**config.mk**
```make
export PLATFORM = sky130hd
export DESIGN_NAME = serial_adder
export DESIGN_NICKNAME = d
export VERILOG_FILES = /design/src/rtl/serial_adder.sv
export SDC_FILE = /design/constraint.sdc
export NUM_CORES = 1
export LEC_CHECK = 0
export CORE_MARGIN = 5
export CORE_UTILIZATION = 50
export CTS_BUF_LIST = sky130_fd_sc_hd__clkbuf_8
export CTS_CLUSTER_DIAMETER = 40
export DETAILED_ROUTE_END_ITERATION = 6
export PLACE_DENSITY = 0.8
export SETUP_SLACK_MARGIN = 0.2
export SYNTH_ARGS = -nofsm -noshare
export SYNTH_HDL_FRONTEND = slang
export SYNTH_SLANG_ARGS = --single-unit
```
**constraint.sdc**
```tcl
create_clock -name clk -period 2.3 [get_ports clk]
set_input_delay 0.575 -clock clk [delete_from_list [all_inputs] [get_ports clk]]
set_output_delay 0.575 -clock clk [all_outputs]
set_load 0.05 [all_outputs]
```
**src/rtl/serial_adder.sv**
```systemverilog
// serial_adder: multi-cycle WIDTH-bit adder.
// Operands are captured on an accepted start, then summed DIGIT bits per clock
// through a DIGIT-stage ripple chain. The carry is held in a register between
// slices. A start/busy/done handshake connects the block to its controlling FSM.
// The registered result (sum, c_out, overflow) changes only on the edge that
// raises done, so a consumer can read it at any time after the pulse.

module serial_adder #(
    parameter int WIDTH = 8,
    parameter int DIGIT = 1
) (
    input  logic             clk,
    input  logic             rst,
    input  logic             start,
    input  logic [WIDTH-1:0] a,
    input  logic [WIDTH-1:0] b,
    input  logic             c_in,
    output logic             busy,
    output logic             done,
    output logic [WIDTH-1:0] sum,
    output logic             c_out,
    output logic             overflow
);

    // Number of slices, i.e. clock cycles spent in RUN for one add.
    localparam int N     = WIDTH / DIGIT;
    localparam int CNT_W = (N > 1) ? $clog2(N) : 1;

    localparam logic [CNT_W-1:0] CNT_ZERO = CNT_W'(0);
    localparam logic [CNT_W-1:0] CNT_ONE  = CNT_W'(1);
    localparam logic [CNT_W-1:0] CNT_LAST = CNT_W'(N - 1);

    // Refuse to elaborate a slice width that does not tile the operand.
    generate
        if ((WIDTH < 1) || (DIGIT < 1) || ((WIDTH % DIGIT) != 0)) begin : g_bad_params
            $error("serial_adder: WIDTH must be >= 1 and a multiple of DIGIT");
        end
    endgenerate

    typedef enum logic [0:0] {
        ST_IDLE = 1'b0,
        ST_RUN  = 1'b1
    } state_t;

    // Ripple-carry add of one DIGIT-bit slice.
    // Returns {carry out of slice, carry into slice MSB, slice sum}.
    // The carry into the slice MSB is what the signed overflow test needs on
    // the final slice; for DIGIT=1 it is simply the slice carry-in.
    function automatic logic [DIGIT+1:0] add_slice(
        input logic [DIGIT-1:0] x,
        input logic [DIGIT-1:0] y,
        input logic             ci
    );
        logic [DIGIT:0]   c;
        logic [DIGIT-1:0] s;
        c    = {(DIGIT + 1){1'b0}};
        s    = {DIGIT{1'b0}};
        c[0] = ci;
        for (int i = 0; i < DIGIT; i++) begin
            s[i]     = x[i] ^ y[i] ^ c[i];
            c[i + 1] = (x[i] & y[i]) | (c[i] & (x[i] ^ y[i]));
        end
        return {c[DIGIT], c[DIGIT-1], s};
    endfunction

    state_t             state_r;
    logic [WIDTH-1:0]   a_r;        // operand A, shifted right one slice per RUN cycle
    logic [WIDTH-1:0]   b_r;        // operand B, shifted right one slice per RUN cycle
    logic               cin_r;      // carry-in captured at accept, feeds slice 0
    logic               carry_r;    // carry between slices
    logic [CNT_W-1:0]   cnt_r;      // index of the slice being added
    logic [WIDTH-1:0]   acc_r;      // partial result, filled from the top
    logic               busy_r;
    logic               done_r;
    logic [WIDTH-1:0]   sum_r;
    logic               c_out_r;
    logic               overflow_r;

    logic               slice_cin_s;
    logic [DIGIT+1:0]   slice_res_s;
    logic [DIGIT-1:0]   slice_sum_s;
    logic               slice_cout_s;
    logic               slice_cmsb_s;
    logic [WIDTH-1:0]   slice_wide_s;
    logic [WIDTH-1:0]   acc_next_s;

    // Slice datapath: pick the carry-in, add the low slice, merge into the result.
    always_comb begin
        slice_cin_s  = 1'b0;
        slice_wide_s = {WIDTH{1'b0}};
        if (cnt_r == CNT_ZERO) begin
            slice_cin_s = cin_r;
        end else begin
            slice_cin_s = carry_r;
        end
        slice_res_s  = add_slice(a_r[DIGIT-1:0], b_r[DIGIT-1:0], slice_cin_s);
        slice_sum_s  = slice_res_s[DIGIT-1:0];
        slice_cmsb_s = slice_res_s[DIGIT];
        slice_cout_s = slice_res_s[DIGIT+1];
        slice_wide_s[DIGIT-1:0] = slice_sum_s;
        // New slice enters at the top; after N shifts slice 0 sits at bit 0.
        acc_next_s   = (acc_r >> DIGIT) | (slice_wide_s << (WIDTH - DIGIT));
    end

    // Control FSM, operand/carry registers and registered result outputs.
    always_ff @(posedge clk or posedge rst) begin
        if (rst) begin
            state_r    <= ST_IDLE;
            a_r        <= {WIDTH{1'b0}};
            b_r        <= {WIDTH{1'b0}};
            cin_r      <= 1'b0;
            carry_r    <= 1'b0;
            cnt_r      <= CNT_ZERO;
            acc_r      <= {WIDTH{1'b0}};
            busy_r     <= 1'b0;
            done_r     <= 1'b0;
            sum_r      <= {WIDTH{1'b0}};
            c_out_r    <= 1'b0;
            overflow_r <= 1'b0;
        end else begin
            // done is a single-cycle pulse unless the final slice completes now.
            done_r <= 1'b0;
            case (state_r)
                ST_IDLE: begin
                    if (start) begin
                        a_r     <= a;
                        b_r     <= b;
                        cin_r   <= c_in;
                        carry_r <= 1'b0;
                        cnt_r   <= CNT_ZERO;
                        acc_r   <= {WIDTH{1'b0}};
                        busy_r  <= 1'b1;
                        state_r <= ST_RUN;
                    end else begin
                        busy_r  <= 1'b0;
                        state_r <= ST_IDLE;
                    end
                end
                ST_RUN: begin
                    // start and the operand inputs are deliberately ignored here.
                    a_r     <= a_r >> DIGIT;
                    b_r     <= b_r >> DIGIT;
                    carry_r <= slice_cout_s;
                    acc_r   <= acc_next_s;
                    if (cnt_r == CNT_LAST) begin
                        cnt_r      <= CNT_ZERO;
                        busy_r     <= 1'b0;
                        done_r     <= 1'b1;
                        sum_r      <= acc_next_s;
                        c_out_r    <= slice_cout_s;
                        overflow_r <= slice_cmsb_s ^ slice_cout_s;
                        state_r    <= ST_IDLE;
                    end else begin
                        cnt_r   <= cnt_r + CNT_ONE;
                        busy_r  <= 1'b1;
                        state_r <= ST_RUN;
                    end
                end
                default: begin
                    cnt_r   <= CNT_ZERO;
                    busy_r  <= 1'b0;
                    state_r <= ST_IDLE;
                end
            endcase
        end
    end

    assign busy     = busy_r;
    assign done     = done_r;
    assign sum      = sum_r;
    assign c_out    = c_out_r;
    assign overflow = overflow_r;

endmodule

```
# Word-level counts from Yosys, hierarchy flattened
# Index checks and enable logic that the tools add are counted.
[word_totals]
register_bits = 41
output_inout_bits = 12
word_cells = 42
[op_classes]
add_sub_neg = 1
eq_ne = 2
n_mux = 17
bitwise_logic = 8
n_reduce_logical = 3
[op_table]
columns = ["operator", "n"]
rows = [
  ["8-bit one-hot mux with 2 select lines", 3],
  ["8-bit two-way mux", 3],
  ["7-bit by 8-bit OR with 8-bit output", 1],
  ["1-bit two-way mux", 6],
  ["3-bit two-way mux", 2],
  ["3-bit one-hot mux with 2 select lines", 1],
  ["1-bit one-hot mux with 2 select lines", 2],
  ["2-bit AND reduction", 2],
  ["3-bit by 1-bit adder with 3-bit output (second input constant)", 1],
  ["3-bit equality test (second input constant)", 1],
  ["3-bit logical NOT", 1],
  ["1-bit XOR", 3],
  ["1-bit bitwise AND", 2],
  ["2-bit != test (second input constant)", 1],
  ["1-bit NOT", 1],
  ["1-bit OR", 1],
]

# Logic depth before layout (Yosys ltp)
# Gate-level depths: netlist of run 1.
[depth]
word_depth = 5
mapped_depth = 8
ltp_nobuf = 8

# Worst setup path after synthesis of run 1
# No wires, ideal clock.
[synth_path]
path_type = "register to register"
startpoint = "register cnt_r[0]"
endpoint = "register overflow_r (netlist: overflow)"
t_arrival_ps = 1762
required_time_ps = 2174
path_slack_ps = 412
path_stages_with_launch = 9
path_cell_list = "dfrtp_1 inv_1 ha_1 nor2b_1 o21ai_0 fa_1 and3_1 o211a_1 a221o_1"
[synth_via]
elab_chain_len = 5
elab_cells_between_ends = 7
classes_between = "eq/ne: 1; mux: 1; bitwise: 3; reduce/logical: 2"
[synth_lines]
columns = ["element", "line_no", "text"]
rows = [
  ["start: declaration", "71", "logic [CNT_W-1:0] cnt_r;"],
  ["start signal: assignment", "154", "cnt_r <= cnt_r + CNT_ONE;"],
  ["3-bit logical NOT", "91", "if (cnt_r == CNT_ZERO) begin"],
  ["1-bit two-way mux", "91", ""],
  ["1-bit bitwise AND", "61", "c[i + 1] = (x[i] & y[i]) | (c[i] & (x[i] ^ y[i]));"],
  ["1-bit OR", "61", ""],
  ["net slice_cout_s", "82", "logic slice_cout_s;"],
  ["1-bit XOR", "151", "overflow_r <= slice_cmsb_s ^ slice_cout_s;"],
  ["end signal: assignment", "151", ""],
  ["end: declaration", "77", "logic overflow_r;"],
]
# The timed path passes the listed nets, and every way through them passes these cells.
# A chain may end at the register's enable or synchronous reset.

# Worst setup path in the final report of run 1
[layout_path]
startpoint = "register overflow_r (netlist: overflow)"
endpoint = "output port overflow"
[layout_lines]
columns = ["element", "line_no", "text"]
rows = [
  ["end: declaration", "22", "output logic overflow"],
]
# No word-level cell between the ends.

==> metrics.yaml, run 1 <==
status:
  outcome: "complete, no violations"
critical_path:
  path_cells: "clkdlybuf4s50_1"
  crit_path_start_kind: "register"
  crit_fanout: 2
  arrival_ns: 1.46
  r2r_start: "cnt_r[0]$_DFFE_PP0P_"
  worst_path_largest_cell_delay_ns: 0.81
  critical_path_buf_inv_count: 1
  crit_required_ns: 1.73
  r2r-end: "overflow$_DFFE_PP0P_"
  worstSetupPathType: "register to output port"
  cp_slowest_cell: "clkdlybuf4s50_1"
  critPathTopFamily: "buffers and inverters"
  reg2reg_depth: 8
  end_kind: "output port"
  r2r_slack_ns: 0.31
logic_synthesis:
  synth_area_leaders: "dfrtp_1 (58%), mux2i_1 (9.2%), mux2_2 (5.8%)"
  syn_area_per_cell_sq_um: 11.7
  yosys_warnings: 0
  synth_fa_ha_area_frac: 0.0331
  syn_area_sq_mm: 0.00174
  ys_ff_latch: 40
  yosys.area.top_type: "dfrtp_1"
  synthMuxAreaShare: 0.150
  synth_top_family_by_area: "multiplexers"
  synth_cells: 149
  synth_xor_area_frac: 0
  yosysSeqAreaShare: 0.576
  synth_compound_area_frac: 0.106
  yosys.area_share.simple: 0.0914
  syn_nets: 173
  synthDistinctLibCells: 24
  yosys.area.top_type_share: 0.576
timing:
  period_share: 0.886
  fin_worst_skew_ns: 0.00391
  fin_crit_ns: 2.04
  slew_headroom: 0.664
  finalMaxSlewViolations: 0
  hold_viol_final: 0
  worst_pin_slew_ns: 0.502
  timing.fmax_mhz: 491
  finalSetupViolCount: 0
  rsz0062_at_grt: "no"
  tns_ns: 0
finish:
  drive_above_1_share: 0.131
  syn_to_final_growth_pct: 25.6
  nNetsFinal: 207
  finalNonFillerCells: 229
  diodes: 0
  fillers: 294
min_path:
  hold_depth: 2
  hold_path_end: "b_r[1]$_DFFE_PP0P_"
  hold_class: "register to register"
  hold_start: "b_r[2]$_DFFE_PP0P_"
clock_network:
  root_buffer: "clkbuf_8"
  cts_tree: "yes"
  cts_hold_buf: 0
  clkLatencyLatePin_ns: 0.29
  cts_max_path_buffers: 2
  htree_levels: 2
  clk_pin_slew_worst_paths_ns: 0.07
  cts_sinks: 40
  cts_buffers: 5
routing:
  drcViolationCount: 0
  via_per_inst: 5.24
  avgRoutedWirePerCell_um: 14.3
  first_pass_iters: 4
  vias: 1201
  first_iter_violations: 73
  finalWirelength_um: 3270
  ant_nets: 0
grt:
  antenna_found_initial: 0
  grt_overflow: 0
  grt_first_pass_wirelength_um: 5440
  grt_usage: 0.159
  grt_pass1_vias: 1190
  grt_max_degree: 43
floorplanning:
  die_w_um: 69.0
  core-area_sq_mm: 0.00336
  ios: 32
  die_area_sq_mm: 0.00476
  initial_core_util: 0.517
  rows: 21
  die_height_um: 69.0
pwr:
  irDropWorstVdd_uv: 498
  p_total_mw: 2.88
  p_leak_nw: 1.05
  powerDensity_mw_per_mm2: 1320
flow_run:
  maxCapViolCount: 0
placement:
  routabilityCongestion: 0.723
  portBuffers: 31
  dp_hpwl_um: 2310
  dp_cells: 222
## synthesized netlist by cell type, drive strengths merged
cell / n
o21ai: 20
nor2b: 2
a22o: 4
mux2i: 16
mux2: 9
a221o: 1
o31ai: 2
o211a: 1
nand3b: 1
dfrtp: 40
ha: 3
nand2b: 5
nand2: 21
and3: 1
nand3: 1
a21o: 2
fa: 1
inv: 6
nor2: 4
clkbuf: 1
buf: 8
## layout by cell type, fill, tap and decap left out
master and instances:
nor2b_2 1, mux2_2 9, fa_2 1, mux2i_1 16, o21ai_0 19, o21ai_1 1
clkinv_2 1, nand2_1 20, nand3b_1 1, nand2_2 1, nand3_1 1, clkdlybuf4s50_1 30
o211a_1 1, a221o_1 1, a21o_1 2, a22o_1 4, inv_1 7, o31ai_1 2
dfrtp_1 40, buf_12 1, clkbuf_8 5, buf_4 5, ha_1 3, and3_1 1
nor2b_1 1, nor2_1 4, nand2b_1 5
## worst max-delay path by stage
stage,endpoint,depth (start not counted),start,slack (ns)
6_report,overflow,1,overflow$_DFFE_PP0P_,0.26
5_1_grt,overflow,1,overflow$_DFFE_PP0P_,0.22
4_1_cts,overflow$_DFFE_PP0P_,8,cnt_r[0]$_DFFE_PP0P_,0.21
3_5_place_dp,overflow$_DFFE_PP0P_,8,cnt_r[0]$_DFFE_PP0P_,0.22
3_3_place_gp,overflow$_DFFE_PP0P_,8,cnt_r[0]$_DFFE_PP0P_,0.37
2_1_floorplan,overflow$_DFFE_PP0P_,8,cnt_r[0]$_DFFE_PP0P_,0.41
## final cells by class
cell class              count  area, sq um  share of cell area
inverters                   6         22.5              0.0103
flip-flops and latches     40         1000               0.458
repair buffers             36          358               0.164
well taps                  46         57.6              0.0263
clock buffers               5         68.8              0.0315
clock inverters             2         8.76             0.00401
multi-input cells          94          668               0.306
## kinds of logic (layout without fill, tap and decap cells)
family,count (synthesis),in the layout
and+or+nand+nor,35,35
DFF,40,40
AOI/OAI and AO/OA,30,30
buffers and inverters,15,49
adders and majority gates,4,4
muxes,25,25
## power by group
part           switching, mW  internal [mW]
clock                  0.222          0.202
sequential             0.186           1.00
combinational          0.746          0.525
## timing repair
item	in CTS	in global routing
buffers inserted	0	0
endpoints found under the setup margin	0	1
resized for setup	0	3
## registers in the layout, indices dropped and copies added (netlist names)
register / flops
b_r: 8
cin_r: 1
done: 1
carry_r: 1
cnt_r: 3
c_out: 1
busy: 1
a_r: 8
acc_r: 7
overflow: 1
sum: 8
## per-stage QoR
| step | hold slack (ns) | utilization | setup WS, ns | cell area (sq um) |
|---|---|---|---|---|
| global route | 0.517 | 0.650 | 0.216 | 2180 |
| finish | 0.486 | 0.650 | 0.263 | 2180 |
| global placement | 0.459 | 0.625 | 0.372 | 2100 |
| floorplan | 0.449 | - | 0.412 | 1740 |
| detailed placement | 0.470 | 0.625 | 0.221 | 2100 |
| CTS | 0.488 | 0.648 | 0.211 | 2180 |
## routing by layer
layer	GRT usage	wire [um]	vias up
met4	0.0779	76	0
li1	-	-	574
met2	0.264	1650	32
met3	0.0405	162	8
met5	0	0	-
met1	0.193	1380	587
Power figures use the tool's default switching activity.
==> run 2: changes to the inputs <==
--- a/config.mk
+++ b/config.mk
@@ -8,7 +8,6 @@
 export CORE_MARGIN = 5
 export CORE_UTILIZATION = 50
 export CTS_BUF_LIST = sky130_fd_sc_hd__clkbuf_8
-export CTS_CLUSTER_DIAMETER = 40
 export DETAILED_ROUTE_END_ITERATION = 6
 export PLACE_DENSITY = 0.8
 export SETUP_SLACK_MARGIN = 0.2
==> results of run 2 <==
Final layout, timing and power as in run 1 (identical DEF).
